$ cat config.mk
export PLATFORM = sky130hd
export DESIGN_NAME = mc_main_ctrl_flat
export DESIGN_NICKNAME = d
export VERILOG_FILES = /design/src/rtl/mc_main_ctrl_pkg.sv /design/src/rtl/mc_main_ctrl_if.sv /design/src/rtl/mc_main_ctrl_imm_src_dec.sv /design/src/rtl/mc_main_ctrl.sv /design/src/flat_wrapper.sv
export SDC_FILE = /design/constraint.sdc
export NUM_CORES = 1
export LEC_CHECK = 0
export BUFFER_PORTS_ARGS = -buffer_cell sky130_fd_sc_hd__buf_2
export CORE_AREA = 2 2 39 41
export CTS_BUF_LIST = sky130_fd_sc_hd__clkbuf_2
export DETAILED_ROUTE_END_ITERATION = 10
export DIE_AREA = 0 0 41 43
export PLACE_DENSITY = 0.74
export SLEW_MARGIN = 40
export SYNTH_ARGS = -nofsm -noshare
export SYNTH_HDL_FRONTEND = slang
export SYNTH_SLANG_ARGS = --single-unit
$ cat constraint.sdc
create_clock -name clk -period 1.8 [get_ports clk]
set_input_delay 0.36 -clock clk [delete_from_list [all_inputs] [get_ports clk]]
set_output_delay 0.36 -clock clk [all_outputs]
set_load 0.1 [all_outputs]
$ cat src/rtl/mc_main_ctrl_pkg.sv
// Shared types and constants for the multicycle RV32I main controller.
// Holds the state enum, the opcodes and the datapath mux-select codes.
package mc_ctrl_pkg;

    localparam int unsigned OP_W    = 7;
    localparam int unsigned F3_W    = 3;
    localparam int unsigned STATE_W = 4;
    localparam int unsigned SEL_W   = 2;

    typedef enum logic [STATE_W-1:0] {
        S_FETCH    = 4'd0,
        S_DECODE   = 4'd1,
        S_MEMADR   = 4'd2,
        S_MEMREAD  = 4'd3,
        S_MEMWB    = 4'd4,
        S_MEMWRITE = 4'd5,
        S_EXECUTER = 4'd6,
        S_EXECUTEI = 4'd7,
        S_ALUWB    = 4'd8,
        S_JAL      = 4'd9,
        S_BEQ      = 4'd10
    } state_e;

    localparam logic [OP_W-1:0] OP_LOAD   = 7'b0000011;
    localparam logic [OP_W-1:0] OP_STORE  = 7'b0100011;
    localparam logic [OP_W-1:0] OP_RTYPE  = 7'b0110011;
    localparam logic [OP_W-1:0] OP_ITYPE  = 7'b0010011;
    localparam logic [OP_W-1:0] OP_JAL    = 7'b1101111;
    localparam logic [OP_W-1:0] OP_BRANCH = 7'b1100011;

    localparam logic [SEL_W-1:0] RES_ALUOUT = 2'b00;
    localparam logic [SEL_W-1:0] RES_RDATA  = 2'b01;
    localparam logic [SEL_W-1:0] RES_ALURES = 2'b10;

    localparam logic [SEL_W-1:0] SRCA_PC    = 2'b00;
    localparam logic [SEL_W-1:0] SRCA_OLDPC = 2'b01;
    localparam logic [SEL_W-1:0] SRCA_RS1   = 2'b10;

    localparam logic [SEL_W-1:0] SRCB_RS2   = 2'b00;
    localparam logic [SEL_W-1:0] SRCB_IMM   = 2'b01;
    localparam logic [SEL_W-1:0] SRCB_FOUR  = 2'b10;

    localparam logic [SEL_W-1:0] ALUOP_ADD   = 2'b00;
    localparam logic [SEL_W-1:0] ALUOP_SUB   = 2'b01;
    localparam logic [SEL_W-1:0] ALUOP_FUNCT = 2'b10;

    localparam logic [SEL_W-1:0] IMM_I = 2'b00;
    localparam logic [SEL_W-1:0] IMM_S = 2'b01;
    localparam logic [SEL_W-1:0] IMM_B = 2'b10;
    localparam logic [SEL_W-1:0] IMM_J = 2'b11;

endpackage

$ cat src/rtl/mc_main_ctrl_if.sv
// Controller <-> datapath bundle: instruction fields in, selects and enables out.
// mem_ready exists only when MC_MAIN_CTRL_MEM_WAIT_EN is defined.
interface mc_main_ctrl_if;
    import mc_ctrl_pkg::*;

    logic [OP_W-1:0]    op;
    logic [F3_W-1:0]    funct3;
    logic               zero;
`ifdef MC_MAIN_CTRL_MEM_WAIT_EN
    logic               mem_ready;
`endif
    logic               PCWrite;
    logic               AdrSrc;
    logic               MemWrite;
    logic               IRWrite;
    logic [SEL_W-1:0]   ResultSrc;
    logic [SEL_W-1:0]   ALUSrcA;
    logic [SEL_W-1:0]   ALUSrcB;
    logic [SEL_W-1:0]   ALUOp;
    logic [SEL_W-1:0]   ImmSrc;
    logic               RegWrite;
    logic               retire;
    logic               illegal;
    logic [STATE_W-1:0] state_o;

    modport master (
`ifdef MC_MAIN_CTRL_MEM_WAIT_EN
        input  mem_ready,
`endif
        input  op, funct3, zero,
        output PCWrite, AdrSrc, MemWrite, IRWrite, ResultSrc, ALUSrcA, ALUSrcB,
               ALUOp, ImmSrc, RegWrite, retire, illegal, state_o
    );

    modport slave (
`ifdef MC_MAIN_CTRL_MEM_WAIT_EN
        output mem_ready,
`endif
        output op, funct3, zero,
        input  PCWrite, AdrSrc, MemWrite, IRWrite, ResultSrc, ALUSrcA, ALUSrcB,
               ALUOp, ImmSrc, RegWrite, retire, illegal, state_o
    );

endinterface

$ cat src/rtl/mc_main_ctrl_imm_src_dec.sv
// Combinational opcode -> immediate-format decoder, shared with the single-cycle decode path.
module mc_imm_src_dec
    import mc_ctrl_pkg::*;
(
    input  logic [OP_W-1:0]  op,
    output logic [SEL_W-1:0] imm_src_c
);

    always_comb begin
        imm_src_c = IMM_I;
        case (op)
            OP_STORE:  imm_src_c = IMM_S;
            OP_BRANCH: imm_src_c = IMM_B;
            OP_JAL:    imm_src_c = IMM_J;
            default:   imm_src_c = IMM_I;
        endcase
    end

endmodule

$ cat src/rtl/mc_main_ctrl.sv
// Main control FSM of the multicycle RV32I core (lw, sw, R/I ALU, jal, beq, bne).
// Optional MC_MAIN_CTRL_MEM_WAIT_EN stretches FETCH/MEMREAD/MEMWRITE until mem_ready.
module mc_main_ctrl
    import mc_ctrl_pkg::*;
#(
    parameter int unsigned RESET_STATE_FETCH = 1
) (
    input  logic           clk,
    input  logic           rst,
    mc_main_ctrl_if.master bus
);

    if (RESET_STATE_FETCH != 1) begin : g_bad_reset_state
        $error("mc_main_ctrl: RESET_STATE_FETCH must be 1");
    end

    state_e           state, state_nxt;
    logic             pc_write, adr_src, mem_write, ir_write, reg_write, retire, illegal;
    logic [SEL_W-1:0] result_src, alu_src_a, alu_src_b, alu_op;
    logic             mem_ready;
    logic [1:0]       unused_funct3;

`ifdef MC_MAIN_CTRL_MEM_WAIT_EN
    assign mem_ready = bus.mem_ready;
`else
    assign mem_ready = 1'b1;
`endif

    assign unused_funct3 = bus.funct3[2:1];

    always_ff @(posedge clk) begin
        if (rst) state <= S_FETCH;
        else     state <= state_nxt;
    end

    // Moore decode; reset shows FETCH selects with every enable held low.
    always_comb begin
        state_nxt  = S_FETCH;
        pc_write   = 1'b0;
        adr_src    = 1'b0;
        mem_write  = 1'b0;
        ir_write   = 1'b0;
        reg_write  = 1'b0;
        retire     = 1'b0;
        illegal    = 1'b0;
        result_src = RES_ALUOUT;
        alu_src_a  = SRCA_PC;
        alu_src_b  = SRCB_RS2;
        alu_op     = ALUOP_ADD;
        if (rst) begin
            result_src = RES_ALURES;
            alu_src_b  = SRCB_FOUR;
        end else begin
            case (state)
                S_FETCH: begin
                    ir_write   = 1'b1;
                    pc_write   = 1'b1;
                    alu_src_b  = SRCB_FOUR;
                    result_src = RES_ALURES;
                    state_nxt  = mem_ready ? S_DECODE : S_FETCH;
                end
                S_DECODE: begin
                    alu_src_a = SRCA_OLDPC;
                    alu_src_b = SRCB_IMM;
                    case (bus.op)
                        OP_LOAD, OP_STORE: state_nxt = S_MEMADR;
                        OP_RTYPE:          state_nxt = S_EXECUTER;
                        OP_ITYPE:          state_nxt = S_EXECUTEI;
                        OP_JAL:            state_nxt = S_JAL;
                        OP_BRANCH:         state_nxt = S_BEQ;
                        default: begin
                            illegal   = 1'b1;
                            state_nxt = S_FETCH;
                        end
                    endcase
                end
                S_MEMADR: begin
                    alu_src_a = SRCA_RS1;
                    alu_src_b = SRCB_IMM;
                    state_nxt = bus.op[5] ? S_MEMWRITE : S_MEMREAD;
                end
                S_MEMREAD: begin
                    adr_src   = 1'b1;
                    state_nxt = mem_ready ? S_MEMWB : S_MEMREAD;
                end
                S_MEMWB: begin
                    result_src = RES_RDATA;
                    reg_write  = 1'b1;
                    retire     = 1'b1;
                end
                S_MEMWRITE: begin
                    adr_src   = 1'b1;
                    mem_write = 1'b1;
                    retire    = mem_ready;
                    state_nxt = mem_ready ? S_FETCH : S_MEMWRITE;
                end
                S_EXECUTER: begin
                    alu_src_a = SRCA_RS1;
                    alu_op    = ALUOP_FUNCT;
                    state_nxt = S_ALUWB;
                end
                S_EXECUTEI: begin
                    alu_src_a = SRCA_RS1;
                    alu_src_b = SRCB_IMM;
                    alu_op    = ALUOP_FUNCT;
                    state_nxt = S_ALUWB;
                end
                S_ALUWB: begin
                    reg_write = 1'b1;
                    retire    = 1'b1;
                end
                S_JAL: begin
                    alu_src_a = SRCA_OLDPC;
                    alu_src_b = SRCB_FOUR;
                    pc_write  = 1'b1;
                    state_nxt = S_ALUWB;
                end
                S_BEQ: begin
                    // funct3[0] flips the sense of zero: beq vs bne
                    alu_src_a = SRCA_RS1;
                    alu_op    = ALUOP_SUB;
                    pc_write  = bus.zero ^ bus.funct3[0];
                    retire    = 1'b1;
                end
                default: state_nxt = S_FETCH;
            endcase
        end
    end

    assign bus.PCWrite   = pc_write;
    assign bus.AdrSrc    = adr_src;
    assign bus.MemWrite  = mem_write;
    assign bus.IRWrite   = ir_write;
    assign bus.ResultSrc = result_src;
    assign bus.ALUSrcA   = alu_src_a;
    assign bus.ALUSrcB   = alu_src_b;
    assign bus.ALUOp     = alu_op;
    assign bus.RegWrite  = reg_write;
    assign bus.retire    = retire;
    assign bus.illegal   = illegal;
    assign bus.state_o   = STATE_W'(state);

    mc_imm_src_dec u_imm_src_dec (
        .op        (bus.op),
        .imm_src_c (bus.ImmSrc)
    );

endmodule

$ cat src/flat_wrapper.sv
// flat-port wrapper written by rule: the top's interface ports become plain ports
module mc_main_ctrl_flat import mc_ctrl_pkg::*;
#(
    parameter int unsigned RESET_STATE_FETCH = 1
)
  (clk, rst, bus_op, bus_funct3, bus_zero, bus_PCWrite, bus_AdrSrc, bus_MemWrite, bus_IRWrite, bus_ResultSrc, bus_ALUSrcA, bus_ALUSrcB, bus_ALUOp, bus_ImmSrc, bus_RegWrite, bus_retire, bus_illegal, bus_state_o);
  mc_main_ctrl_if bus_i ();
  input  logic clk;
  input  logic rst;
  input wire logic [$bits(bus_i.op)-1:0] bus_op;
  input wire logic [$bits(bus_i.funct3)-1:0] bus_funct3;
  input wire logic [$bits(bus_i.zero)-1:0] bus_zero;
  output wire logic [$bits(bus_i.PCWrite)-1:0] bus_PCWrite;
  output wire logic [$bits(bus_i.AdrSrc)-1:0] bus_AdrSrc;
  output wire logic [$bits(bus_i.MemWrite)-1:0] bus_MemWrite;
  output wire logic [$bits(bus_i.IRWrite)-1:0] bus_IRWrite;
  output wire logic [$bits(bus_i.ResultSrc)-1:0] bus_ResultSrc;
  output wire logic [$bits(bus_i.ALUSrcA)-1:0] bus_ALUSrcA;
  output wire logic [$bits(bus_i.ALUSrcB)-1:0] bus_ALUSrcB;
  output wire logic [$bits(bus_i.ALUOp)-1:0] bus_ALUOp;
  output wire logic [$bits(bus_i.ImmSrc)-1:0] bus_ImmSrc;
  output wire logic [$bits(bus_i.RegWrite)-1:0] bus_RegWrite;
  output wire logic [$bits(bus_i.retire)-1:0] bus_retire;
  output wire logic [$bits(bus_i.illegal)-1:0] bus_illegal;
  output wire logic [$bits(bus_i.state_o)-1:0] bus_state_o;
  assign bus_i.op = bus_op;
  assign bus_i.funct3 = bus_funct3;
  assign bus_i.zero = bus_zero;
  assign bus_PCWrite = bus_i.PCWrite;
  assign bus_AdrSrc = bus_i.AdrSrc;
  assign bus_MemWrite = bus_i.MemWrite;
  assign bus_IRWrite = bus_i.IRWrite;
  assign bus_ResultSrc = bus_i.ResultSrc;
  assign bus_ALUSrcA = bus_i.ALUSrcA;
  assign bus_ALUSrcB = bus_i.ALUSrcB;
  assign bus_ALUOp = bus_i.ALUOp;
  assign bus_ImmSrc = bus_i.ImmSrc;
  assign bus_RegWrite = bus_i.RegWrite;
  assign bus_retire = bus_i.retire;
  assign bus_illegal = bus_i.illegal;
  assign bus_state_o = bus_i.state_o;
  mc_main_ctrl #(.RESET_STATE_FETCH(RESET_STATE_FETCH)) u_core (.clk(clk), .rst(rst), .bus(bus_i));
endmodule
==> results of run 1 <==
[cell usage after synthesis, types with 2 or more instances]
master,n,share of area
nor2_1,3,0.022
o22a_1,2,0.035
a22o_1,2,0.035
nand2b_1,4,0.049
and3_1,2,0.025
nand2_1,3,0.022
dfxtp_1,4,0.16
a21oi_1,2,0.020
nand4b_1,2,0.035
inv_1,2,0.015
nor3_1,8,0.079
xnor2_1,2,0.035
buf_2,4,0.040
xor2_1,3,0.052
and3b_1,2,0.035
[cell families after synthesis]
group           after synthesis  synth area share
buf+inv                       8            0.0842
xor+xnor                      5            0.0866
compound gates               14             0.248
mux                           1            0.0198
simple gates                 34             0.404
flops                         4             0.158
[stage by stage]
| stage | std cells | util | setup slack, ns | setup TNS (ns) |
|---|---|---|---|---|
| CTS | 124 | 0.922 | -0.0652 | -0.0889 |
| floorplan | 66 | - | -0.590 | -4.45 |
| global placement | 112 | 0.841 | 0.0150 | 0 |
| detailed placement | 112 | 0.841 | 0.0131 | 0 |
[timing repair]
item | 4_1_cts
setup endpoints to repair | 6
resized for setup | 5
buffers inserted | 9
pin swaps | 3
==> flow_metrics.py, run 1 <==
metrics = {
    "logic_synthesis": {
        "ys_types": 36,
        "ys_ff_latch": 4,
        "synthArstFlopShare": 0,
        "ys_warn_count": 0,
        "syn-num-nets": 79,
        "postSynthAreaPerCell_sq_um": 7.66,
        "synthFlopType": "dfxtp_1",
        "seq_area_frac_synth": 0.158,
        "synth-edff-count": 0,
        "syn_area_sq_um": 505,
        "syn_inst": 66,
    },
    "clock_tree": {
        "htree_num_levels": 1,
        "numCtsBuffers": 3,
        "clock_path_buffers": 2,
        "postCtsHoldBufs": 0,
        "root_buffer": "clkbuf_2",
        "clock_sinks": 4,
    },
    "placed_design": {
        "placed_area_sq_um": 1160,
        "dpl.hpwl_mm": 1.33,
        "portBuffers": 31,
        "gp_congestion": 0.765,
    },
    "run_status": {
        "lastStage": "global routing (5_1_grt)",
        "stop_error": "[ERROR DPL-0038] Utilization greater than 100%, impossible to legalize",
        "status": "aborted with a tool error",
    },
    "floorplan": {
        "initial_core_util": 0.365,
        "io_pins": 34,
        "fp.dieW_um": 41,
        "fp.dieH_um": 43,
        "rows": 14,
    },
    "timing": {
        "worst-ep-kind": "top-level output",
        "grt-worst-endpoint": "bus_illegal",
    },
    "global_route": {
        "grt_start_max_net_pins": 14,
    },
}
==> run 2: changes to the inputs <==
--- a/config.mk
+++ b/config.mk
@@ -6,11 +6,10 @@
 export NUM_CORES = 1
 export LEC_CHECK = 0
 export BUFFER_PORTS_ARGS = -buffer_cell sky130_fd_sc_hd__buf_2
-export CORE_AREA = 2 2 39 41
-export CTS_BUF_LIST = sky130_fd_sc_hd__clkbuf_2
+export CORE_AREA = 2 2 63 65
 export DETAILED_ROUTE_END_ITERATION = 10
-export DIE_AREA = 0 0 41 43
-export PLACE_DENSITY = 0.74
+export DIE_AREA = 0 0 65 67
+export PLACE_DENSITY_LB_ADDON = 0.15
 export SLEW_MARGIN = 40
 export SYNTH_ARGS = -nofsm -noshare
 export SYNTH_HDL_FRONTEND = slang
==> run 2 against run 1 <==
The flow now finishes, with violations (setup timing); synthesized cell count stayed put; synthesized area stayed put.
==> flow_metrics.py, run 2 <==
metrics = {
    "floorplan": {
        "fp.dieW_um": 65,
        "io_pins": 34,
        "initial_core_util": 0.140,
        "fp.dieH_um": 67,
        "die-area_sq_um": 4360,
        "coreArea_sq_um": 3610,
        "rows": 22,
    },
    "setup_path": {
        "crit_family": "simple AND/OR/NAND/NOR gates",
        "reg2reg_depth": 4,
        "r2r_start": "u_core.bus.state_o[0]",
        "slowest_stage": "or3_4",
        "worstPathRequired_ns": 1.44,
        "worst_ep_arrival_time_ns": 1.48,
        "startpoint_type": "register",
        "slowest_delay_ns": 0.41,
        "path_cells": "or3_4 -> nor2_4 -> and3b_4 -> buf_12",
        "path_max_fanout": 7,
        "worstSetupPathType": "register to output pin",
        "cp.buffers_inverters": 1,
        "reg2reg_to": "u_core.bus.state_o[3]",
        "r2r_slack_ns": 0.63,
        "end_kind": "output pin",
    },
    "power": {
        "swShare": 0.415,
        "internal_power_w": 0.000330,
        "vdd_ir_drop_max_mv": 0.171,
        "pwr-share-clk": 0.345,
        "pwr-share-comb": 0.490,
        "p_per_area_nw_per_um2": 419,
        "p_leak_nw": 0.499,
        "p_seq_frac": 0.166,
        "p_sw_w": 0.000234,
    },
    "routing": {
        "vias_per_cell": 4.38,
        "drt_iter0_drc": 6,
        "drc": 0,
        "routedWlPerCell_um": 12.4,
        "wl_mm": 1.97,
        "drtPass1Iterations": 2,
        "vias": 696,
        "antenna_left": 0,
    },
    "logic_synthesis": {
        "synth_area_leader_cell": "dfxtp_1",
        "synth_top_area_share": 0.158,
        "synth.top_cells.by_count": "8 x nor3_1, 4 x buf_2, 4 x dfxtp_1, 4 x nand2b_1",
        "ys_ff_latch": 4,
        "synth-adder-area-share": 0,
        "synthFlopType": "dfxtp_1",
        "syn-num-nets": 79,
        "synthArstFlopShare": 0,
        "ys_warn_count": 0,
        "synth-edff-count": 0,
        "synth-simple-area-share": 0.403,
        "syn_inst": 66,
        "syn_area_sq_um": 505,
        "synthXorXnorAreaFrac": 0.0866,
        "muxShareOfSynthArea": 0.0198,
        "yosysMostFrequentCell": "nor3_1",
        "postSynthAreaPerCell_sq_um": 7.66,
        "synth_top_family_by_area": "simple AND/OR/NAND/NOR gates",
        "synth_compound_area_frac": 0.248,
        "seq_area_frac_synth": 0.158,
        "synth_area_leaders": "dfxtp_1 16%, nor3_1 7.9%, a2111oi_4 5.4%",
        "ys_types": 36,
    },
    "global_route": {
        "grt_use_total": 0.0958,
        "grt_pass1_vias": 677,
        "antenna_found_initial": 0,
        "grt_pass1_wl_mm": 3.12,
        "grt_start_max_net_pins": 13,
        "overflow": 0,
    },
    "timing": {
        "worst_pin_slew_ns": 0.484,
        "setup-violations-final": 1,
        "fin_crit_sh": 1.02,
        "layout_setup_ws_ns": -0.0368,
        "period_needed_ns": 1.84,
        "rsz0062_at_grt": "yes",
        "finalMaxSlewViolations": 0,
        "max_freq_mhz": 544,
        "hold_violations": 0,
        "slew_headroom": 0.679,
        "skew_ns": 0.00193,
    },
    "cells_and_area": {
        "final_cell_mix": "17 x buf_12, 16 x buf_4, 14 x buf_2",
        "final_common_cell": "buf_12",
        "finalInstanceArea_sq_um": 1350,
        "final_nets": 126,
        "largest_reg_flops": 4,
        "areaGrowthSynthToFinish_pct": 166,
        "num-fill-cells": 367,
        "diodes": 0,
        "drive_above_1_share": 0.712,
    },
    "clock_tree": {
        "cts_tree": "built",
        "clk_pin_slew_worst_paths_ns": 0.03,
        "numCtsBuffers": 3,
        "clock_sinks": 4,
        "postCtsHoldBufs": 0,
        "clock_path_buffers": 2,
        "clock_latency_ns": 0.22,
        "root_buffer": "clkbuf_8",
        "htree_num_levels": 1,
    },
    "placed_design": {
        "placed_area_sq_um": 1220,
        "portBuffers": 31,
        "gp_congestion": 0.700,
        "dpl.hpwl_mm": 1.51,
        "dp_slack_ns": 0.00102,
    },
    "job": {
        "drv_cap": 0,
    },
    "run_status": {
        "status": "finished with violations",
        "violations": "setup timing",
    },
    "worst_hold_path": {
        "min_path_type": "input port to register",
        "worstHoldEndpoint": "u_core.bus.state_o[0]",
        "hold_path_startpoint": "bus_op[5]",
        "hold_path_depth": 3,
    },
}
==> run 2: cell counts after synthesis <==
No cell type changed its count.
==> run 2: power groups by stage <==
stage | sequential (W) | clock [W] | combinational (W)
floorplan | 0.000106 | 0 | 0.000172
global placement | 0.0000951 | 0 | 0.000268
detailed placement | 0.0000955 | 0 | 0.000269
CTS | 0.0000932 | 0.000197 | 0.000278
global route | 0.0000940 | 0.000202 | 0.000289
finish | 0.0000933 | 0.000194 | 0.000276
==> run 2: tightest hold or removal path, delay by kind of cell <==
family / cells / cell delay, ns
compound gates: 1 / 0.07
buf+inv: 1 / 0.12
simple gates: 1 / 0.12
==> run 2: worst max path at each step <==
stage | start | to | slack, ns | depth (start not counted)
after floorplan | u_core.bus.state_o[3] | bus_RegWrite | -0.59 | 3
after global placement | bus_op[4] | bus_illegal | 0.003 | 5
after detailed placement | bus_op[4] | bus_illegal | 0.001 | 5
after CTS | u_core.bus.state_o[2] | bus_illegal | -0.05 | 4
after global routing | u_core.bus.state_o[2] | bus_illegal | -0.07 | 4
final | u_core.bus.state_o[2] | bus_illegal | -0.04 | 4
==> run 2: final cells by class <==
cell class / instances / area, sq um / share of cell area
inverters: 2 / 7.51 / 0.00558
clock buffers: 3 / 41.3 / 0.0307
well taps: 48 / 60.1 / 0.0446
flip-flops and latches: 4 / 95.1 / 0.0706
multi-input cells: 54 / 601 / 0.446
repair buffers: 48 / 542 / 0.402
==> run 2: cells by family (layout without fill, tap and decap cells) <==
group / Yosys count / count (layout)
xor gates and xnor gates: 5 / 5
buffers and inverters: 8 / 53
muxes: 1 / 1
and+or+nand+nor: 34 / 34
AOI/OAI and AO/OA: 14 / 14
DFF: 4 / 4
==> run 2: metrics by stage <==
| step | total power (W) | setup TNS, ns | hold slack [ns] | cells | util |
|---|---|---|---|---|---|
| detailed placement | 0.000365 | 0 | 0.597 | 146 | 0.338 |
| finish | 0.000564 | -0.0368 | 0.488 | 159 | 0.373 |
| floorplan | 0.000279 | -4.45 | 0.502 | 66 | - |
| CTS | 0.000568 | -0.0839 | 0.494 | 158 | 0.370 |
| global route | 0.000585 | -0.152 | 0.535 | 159 | 0.373 |
| global placement | 0.000363 | 0 | 0.598 | 146 | 0.338 |
==> run 2: layer usage <==
layer  vias to the layer above  wire length (um)  global-route usage  share of wire
li1                        340                 -                   -              -
met1                       331               765               0.103           0.39
met2                        22              1060               0.173           0.54
met3                         3               113              0.0203          0.057
met4                         0                31              0.0559          0.016
met5                         -                 0                   0              0
==> run 2: repair_timing <==
item | in CTS | in global routing
gates resized for setup | 2 | 1
setup endpoints to repair | 6 | 7
pin swaps | 1 | 1
buffers inserted | 9 | 1
No activity file was read; power rests on OpenSTA's default activity.
